[config.mk]
export PLATFORM = sky130hd
export DESIGN_NAME = pll_reconfig_ctrl
export DESIGN_NICKNAME = d
export VERILOG_FILES = /design/src/rtl/test_ctrl_pkg.sv /design/src/rtl/sync_2ff.sv /design/src/rtl/pll_reconfig_ctrl.sv
export SDC_FILE = /design/constraint.sdc
export NUM_CORES = 1
export LEC_CHECK = 0
export CORE_ASPECT_RATIO = 1.75
export CORE_MARGIN = 5
export CORE_UTILIZATION = 53
export DETAILED_ROUTE_END_ITERATION = 7
export PLACE_DENSITY = 0.79
export SYNTH_ARGS = -nofsm -noshare
export SYNTH_HDL_FRONTEND = slang
export SYNTH_HIERARCHICAL = 1
export SYNTH_SLANG_ARGS = --single-unit
[constraint.sdc]
create_clock -name clock -period 2.5 [get_ports clock]
set_input_delay 0.75 -clock clock [delete_from_list [all_inputs] [get_ports clock]]
set_output_delay 0.75 -clock clock [all_outputs]
set_load 0.005 [all_outputs]
[src/rtl/test_ctrl_pkg.sv]
// Shared constants and state encoding for the PLL reconfiguration sequencer
// and the stimulus code that drives it.
package test_ctrl_pkg;

    localparam int PLL_DATA_WIDTH     = 16;
    localparam int DEF_RESET_CYCLES   = 8;
    localparam int DEF_SETTLE_CYCLES  = 4;
    localparam int DEF_TIMEOUT_WIDTH  = 16;
    localparam int DEF_LOCK_TIMEOUT   = 65535;

    localparam logic [2:0] ST_IDLE      = 3'd0;
    localparam logic [2:0] ST_LOAD      = 3'd1;
    localparam logic [2:0] ST_TRIGGER   = 3'd2;
    localparam logic [2:0] ST_HOLD_RST  = 3'd3;
    localparam logic [2:0] ST_WAIT_LOCK = 3'd4;
    localparam logic [2:0] ST_DONE      = 3'd5;
    localparam logic [2:0] ST_FAIL      = 3'd6;

    typedef enum logic [2:0] {
        S_IDLE      = ST_IDLE,
        S_LOAD      = ST_LOAD,
        S_TRIGGER   = ST_TRIGGER,
        S_HOLD_RST  = ST_HOLD_RST,
        S_WAIT_LOCK = ST_WAIT_LOCK,
        S_DONE      = ST_DONE,
        S_FAIL      = ST_FAIL
    } state_t;

    // Larger of two integers, used to size the shared cycle counters.
    function automatic int max_int(input int a, input int b);
        return (a > b) ? a : b;
    endfunction

endpackage

[src/rtl/sync_2ff.sv]
// Generic two-flop synchronizer for slow-changing asynchronous status bits.
module sync_2ff #(
    parameter int WIDTH = 1
) (
    input  logic             clock,
    input  logic             reset,
    input  logic [WIDTH-1:0] d,
    output logic [WIDTH-1:0] q
);

    logic [WIDTH-1:0] meta_r;
    logic [WIDTH-1:0] sync_r;

    // Two back-to-back flops give metastability a full cycle to resolve.
    always_ff @(posedge clock or posedge reset) begin
        if (reset) begin
            meta_r <= {WIDTH{1'b0}};
            sync_r <= {WIDTH{1'b0}};
        end else begin
            meta_r <= d;
            sync_r <= meta_r;
        end
    end

    assign q = sync_r;

endmodule

[src/rtl/pll_reconfig_ctrl.sv]
// Sequencer that loads a configuration word into the target-clock PLL,
// strobes the trigger, holds the PLL in reset, selects its input clock
// and then waits a bounded time for a stable lock.
module pll_reconfig_ctrl import test_ctrl_pkg::*; #(
    parameter int                       RESET_CYCLES  = DEF_RESET_CYCLES,
    parameter int                       SETTLE_CYCLES = DEF_SETTLE_CYCLES,
    parameter int                       TIMEOUT_WIDTH = DEF_TIMEOUT_WIDTH,
    parameter logic [TIMEOUT_WIDTH-1:0] LOCK_TIMEOUT  = TIMEOUT_WIDTH'(DEF_LOCK_TIMEOUT)
) (
    input  logic                      clock,
    input  logic                      reset,
    input  logic                      req_valid,
    output logic                      req_ready,
    input  logic [PLL_DATA_WIDTH-1:0] req_data,
    input  logic                      req_switch,
    output logic                      busy,
    output logic                      done,
    output logic                      error,
    output logic                      lock_lost,
    output logic                      pll_reset,
    output logic [PLL_DATA_WIDTH-1:0] pll_data,
    output logic                      pll_trigger,
    output logic                      pll_switch,
    input  logic                      pll_locked
);

    // One counter width serves the hold, settle and timeout counts.
    localparam int CNT_W = max_int(TIMEOUT_WIDTH,
                                   $clog2(max_int(RESET_CYCLES, SETTLE_CYCLES) + 1));
    localparam logic [CNT_W-1:0] RST_LAST   = CNT_W'(RESET_CYCLES - 1);
    localparam logic [CNT_W-1:0] SETTLE_LIM = CNT_W'(SETTLE_CYCLES);
    localparam logic [CNT_W-1:0] TMO_LAST   = CNT_W'(LOCK_TIMEOUT) - CNT_W'(1);

    state_t                    state_r, state_s;
    logic [CNT_W-1:0]          cnt_r, cnt_s;
    logic [CNT_W-1:0]          settle_r, settle_s;
    logic [PLL_DATA_WIDTH-1:0] data_r;
    logic                      switch_cap_r;
    logic                      switch_r;
    logic                      trigger_r;
    logic                      pll_reset_r;
    logic                      done_r;
    logic                      error_r;
    logic                      ready_r;
    logic                      busy_r;
    logic                      lock_lost_r;
    logic                      configured_r;
    logic                      lock_sync_s;
    logic                      accept_s;

    sync_2ff #(.WIDTH(1)) u_lock_sync (
        .clock (clock),
        .reset (reset),
        .d     (pll_locked),
        .q     (lock_sync_s)
    );

    assign accept_s = req_valid & (state_r == S_IDLE);

    // Next-state and counter update; counters saturate at their limits.
    always_comb begin
        state_s  = state_r;
        cnt_s    = {CNT_W{1'b0}};
        settle_s = {CNT_W{1'b0}};
        case (state_r)
            S_IDLE: begin
                if (accept_s) begin
                    state_s = S_LOAD;
                end else begin
                    state_s = S_IDLE;
                end
            end
            S_LOAD:    state_s = S_TRIGGER;
            S_TRIGGER: state_s = S_HOLD_RST;
            S_HOLD_RST: begin
                if (cnt_r >= RST_LAST) begin
                    state_s = S_WAIT_LOCK;
                end else begin
                    cnt_s = cnt_r + CNT_W'(1);
                end
            end
            S_WAIT_LOCK: begin
                if (cnt_r < TMO_LAST) begin
                    cnt_s = cnt_r + CNT_W'(1);
                end else begin
                    cnt_s = cnt_r;
                end
                if (!lock_sync_s) begin
                    settle_s = {CNT_W{1'b0}};
                end else if (settle_r < SETTLE_LIM) begin
                    settle_s = settle_r + CNT_W'(1);
                end else begin
                    settle_s = settle_r;
                end
                // A completed settle takes priority over an expiring timeout.
                if (settle_r >= SETTLE_LIM) begin
                    state_s = S_DONE;
                end else if (cnt_r >= TMO_LAST) begin
                    state_s = S_FAIL;
                end else begin
                    state_s = S_WAIT_LOCK;
                end
            end
            S_DONE:  state_s = S_IDLE;
            S_FAIL:  state_s = S_IDLE;
            default: state_s = S_IDLE;
        endcase
    end

    // State, counters and registered outputs decoded from the next state.
    always_ff @(posedge clock or posedge reset) begin
        if (reset) begin
            state_r      <= S_IDLE;
            cnt_r        <= {CNT_W{1'b0}};
            settle_r     <= {CNT_W{1'b0}};
            data_r       <= {PLL_DATA_WIDTH{1'b0}};
            switch_cap_r <= 1'b0;
            switch_r     <= 1'b0;
            trigger_r    <= 1'b0;
            pll_reset_r  <= 1'b0;
            done_r       <= 1'b0;
            error_r      <= 1'b0;
            ready_r      <= 1'b1;
            busy_r       <= 1'b0;
            lock_lost_r  <= 1'b0;
            configured_r <= 1'b0;
        end else begin
            state_r     <= state_s;
            cnt_r       <= cnt_s;
            settle_r    <= settle_s;
            trigger_r   <= (state_s == S_TRIGGER);
            pll_reset_r <= (state_s == S_HOLD_RST);
            done_r      <= (state_s == S_DONE);
            error_r     <= (state_s == S_FAIL);
            ready_r     <= (state_s == S_IDLE);
            busy_r      <= (state_s != S_IDLE);
            if (accept_s) begin
                data_r       <= req_data;
                switch_cap_r <= req_switch;
            end
            if (state_r == S_TRIGGER) begin
                switch_r <= switch_cap_r;
            end
            if (state_r == S_DONE) begin
                configured_r <= 1'b1;
            end else if (state_r == S_FAIL) begin
                configured_r <= 1'b0;
            end
            if (accept_s) begin
                lock_lost_r <= 1'b0;
            end else if ((state_r == S_IDLE) && configured_r && !lock_sync_s) begin
                lock_lost_r <= 1'b1;
            end
        end
    end

    assign req_ready   = ready_r;
    assign busy        = busy_r;
    assign done        = done_r;
    assign error       = error_r;
    assign lock_lost   = lock_lost_r;
    assign pll_reset   = pll_reset_r;
    assign pll_data    = data_r;
    assign pll_trigger = trigger_r;
    assign pll_switch  = switch_r;

endmodule

==> load_flow_metrics.sql <==
INSERT INTO impl_metrics (metric_group, metric, value, unit) VALUES
('clocking', 'clock-sinks', '63', ''),
('hold_path', 'min_delay_path_depth', '0', ''),
('power', 'share_seq_of_total_power', '45.4', '%'),
('sta', 'finClkSkew', '0.00870', 'ns'),
('place', 'dp.final_hpwl', '4010', 'um'),
('grt', 'grt.met1_usage', '19.6', '%'),
('place', 'placed_cells_incl_taps', '328', ''),
('power', 'power.clock.fraction', '27.1', '%'),
('place', 'place_congestion', '0.874', ''),
('worst_setup_path', 'cp_top_family', 'flip-flops', ''),
('outcome', 'status', 'finished clean', ''),
('worst_setup_path', 'cp.required', '1.75', 'ns'),
('power', 'power_report.internal_total', '2.23', 'mW'),
('clocking', 'cts_buffer_depth', '2', ''),
('grt', 'met3_layer_usage_reported_by_global_route', '7.45', '%'),
('logic_synthesis', 'synthFlopType', 'sky130_fd_sc_hd__dfrtp_1', ''),
('worst_setup_path', 'worst-r2r-cell-count', '5', ''),
('logic_synthesis', 'post_synth_instance_area', '2770', 'um^2'),
('final_layout', 'final_net_count', '310', ''),
('floorplanning', 'start_util', '55.1', '%'),
('logic_synthesis', 'post_synth_and_or_nand_nor_area_fraction', '18.4', '%'),
('clocking', 'post_cts.resized_instances', '0', ''),
('clocking', 'cts_made_buffers', '9', ''),
('final_layout', 'n_fill_cell', '377', ''),
('hold_path', 'timing.hold.worst.start', 'u_lock_sync/meta_r', ''),
('worst_setup_path', 'crit_path_end_kind', 'output port', ''),
('sta', 'setup-tns-final', '0', 'ns'),
('worst_setup_path', 'cp_slowest_cell', 'sky130_fd_sc_hd__dfstp_2', ''),
('logic_synthesis', 'post_synth_fa_ha_maj_area_fraction', '1.81', '%'),
('grt', 'grt_use_total', '18.6', '%'),
('sta', 'slew_headroom', '60.5', '%'),
('sta', 'report.final.slew_viol_count', '0', ''),
('hold_path', 'hold_path_end', 'u_lock_sync/q', ''),
('clocking', 'post_cts_buffers', '0', ''),
('logic_synthesis', 'synth_enable_flop_cells', '0', ''),
('logic_synthesis', 'synth_cells', '237', ''),
('clocking', 'clock_latency', '0.33', 'ns'),
('final_layout', 'regArea', '1580', 'um^2'),
('clocking', 'cts-htree-levels', '3', ''),
('sta', 'setup_viol', '0', ''),
('sta', 'rsz0062_at_grt', 'no', ''),
('sta', 'timing.final.crit_period', '2.12', 'ns'),
('clocking', 'clkTransAtPathRegs', '0.07', 'ns'),
('worst_setup_path', 'timing.critical_path.fanout_max', '1', ''),
('grt', 'first_global_vias', '2137', ''),
('hold_path', 'worst_hold_path_type', 'reg -> reg', ''),
('logic_synthesis', 'yosys.cell_types.count', '48', ''),
('floorplanning', 'rows', '34', ''),
('detailed_routing', 'routed-via-count', '1986', ''),
('power', 'comb_power_share', '27.5', '%'),
('grt', 'grt_first_pass_wirelength', '9850', 'um'),
('worst_setup_path', 'worstPathCellList', 'clkdlybuf4s50_1', ''),
('grt', 'grt_overflow_total', '0', ''),
('worst_setup_path', 'worst_r2r_start', 'cnt_r[1]', ''),
('final_layout', 'final_cell_area', '3440', 'um^2'),
('floorplanning', 'ioPinCount', '45', ''),
('final_layout', 'area_growth_syn_to_layout', '24.3', '%'),
('power', 'totalPowerFinal', '3.11', 'mW'),
('detailed_routing', 'postRouteAntennaNets', '0', ''),
('logic_synthesis', 'synth_compound_area_share', '9.27', '%'),
('logic_synthesis', 'synth.ff_latch_count', '63', ''),
('detailed_routing', 'drt_first_iter_violations', '134', ''),
('logic_synthesis', 'synth_warnings', '6', ''),
('grt', 'grt_start_max_net_pins', '33', ''),
('clocking', 'root_buffer', 'sky130_fd_sc_hd__clkbuf_8', ''),
('floorplanning', 'core-area', '5020', 'um^2'),
('worst_setup_path', 'path_buf_inv', '1', ''),
('final_layout', 'antenna_cells', '0', ''),
('worst_setup_path', 'critical_path.max_stage_delay', '0.53', 'ns'),
('logic_synthesis', 'syn-mean-instance-area', '11.7', 'um^2'),
('worst_setup_path', 'worst-r2r-setup-slack', '0.41', 'ns');
cells in the mapped netlist (2+ instances only):
library cell / count
sky130_fd_sc_hd__xor2_1: 2
sky130_fd_sc_hd__clkbuf_1: 4
sky130_fd_sc_hd__dfrtp_1: 62
sky130_fd_sc_hd__or3_1: 2
sky130_fd_sc_hd__nand4_1: 6
sky130_fd_sc_hd__or4_1: 5
sky130_fd_sc_hd__ha_1: 4
sky130_fd_sc_hd__nand2_1: 6
sky130_fd_sc_hd__nand3_1: 9
sky130_fd_sc_hd__o31ai_1: 5
sky130_fd_sc_hd__and2_1: 13
sky130_fd_sc_hd__nor4_1: 6
sky130_fd_sc_hd__nor3_1: 7
sky130_fd_sc_hd__a21oi_1: 13
sky130_fd_sc_hd__buf_6: 2
sky130_fd_sc_hd__inv_1: 11
sky130_fd_sc_hd__buf_2: 2
sky130_fd_sc_hd__and3_1: 2
sky130_fd_sc_hd__buf_4: 4
sky130_fd_sc_hd__nor2_1: 16
sky130_fd_sc_hd__mux2i_1: 2
sky130_fd_sc_hd__mux2_2: 18
sky130_fd_sc_hd__o21ai_0: 10
sky130_fd_sc_hd__and4_1: 2
layer usage:
layer / routed length (um) / part of all wire, %
met1: 2120 / 38
met2: 3020 / 54
met3: 362 / 6.5
met4: 62 / 1.1
met5: 0 / 0
power groups by stage:
stage	combinational, mW	clock, mW	sequential [mW]
2_1_floorplan	0.465	0	1.37
3_3_place_gp	0.847	0	1.42
3_5_place_dp	0.863	0	1.42
4_1_cts	0.872	0.862	1.41
5_1_grt	0.945	0.906	1.45
6_report	0.856	0.841	1.41
state kept, by name, indices dropped and copies added (netlist names), 3 cells and up:
| name | count |
|---|---|
| cnt_r | 16 |
| pll_data | 16 |
| settle_r | 16 |
| state_r | 3 |
cell families (layout without fill, tap and decap cells):
logic type | Yosys count | after routing
and+or+nand+nor | 83 | 83
DFF | 63 | 63
AOI/OAI and AO/OA | 40 | 40
buffers and inverters | 24 | 77
muxes | 20 | 20
adders and majority gates | 4 | 4
xor gates and xnor gates | 3 | 3
metrics by stage:
step	util, %	setup WS (ns)	hold slack (ns)
after global placement	64.7	0.390	0.335
after CTS	68.5	0.358	0.352
after floorplan	-	0.239	0.331
after global routing	68.5	0.196	0.366
after detailed placement	64.7	0.341	0.337
final	68.5	0.383	0.350
how the worst max path moves through the flow:
stage / start / end / slack [ns] / cells after the start
final: req_ready / req_ready / 0.38 / 1
after global routing: cnt_r[1] / cnt_r[3] / 0.20 / 5
after CTS: req_ready / req_ready / 0.36 / 1
after global placement: req_valid / pll_data[10] / 0.39 / 4
after floorplan: reset / busy / 0.24 / 1
after detailed placement: req_valid / pll_data[0] / 0.34 / 4
layout make-up:
class,instances,share of cell area [%]
Inverter,11,1.20
Timing Repair Buffer,50,14.5
Multi-Input combinational cell,150,31.0
Clock buffer,10,3.71
Clock inverter,6,1.82
Sequential cell,63,45.9
Tap cell,54,1.96
worst register-to-register path, cell delays in order (launching register included):
cell	delay (ns)
sky130_fd_sc_hd__dfrtp_1	0.50
sky130_fd_sc_hd__ha_1	0.31
sky130_fd_sc_hd__a211oi_1	0.29
sky130_fd_sc_hd__nand4_1	0.18
sky130_fd_sc_hd__o21a_1	0.42
sky130_fd_sc_hd__o21ba_2	0.33
No activity file was read; power rests on OpenSTA's default activity.
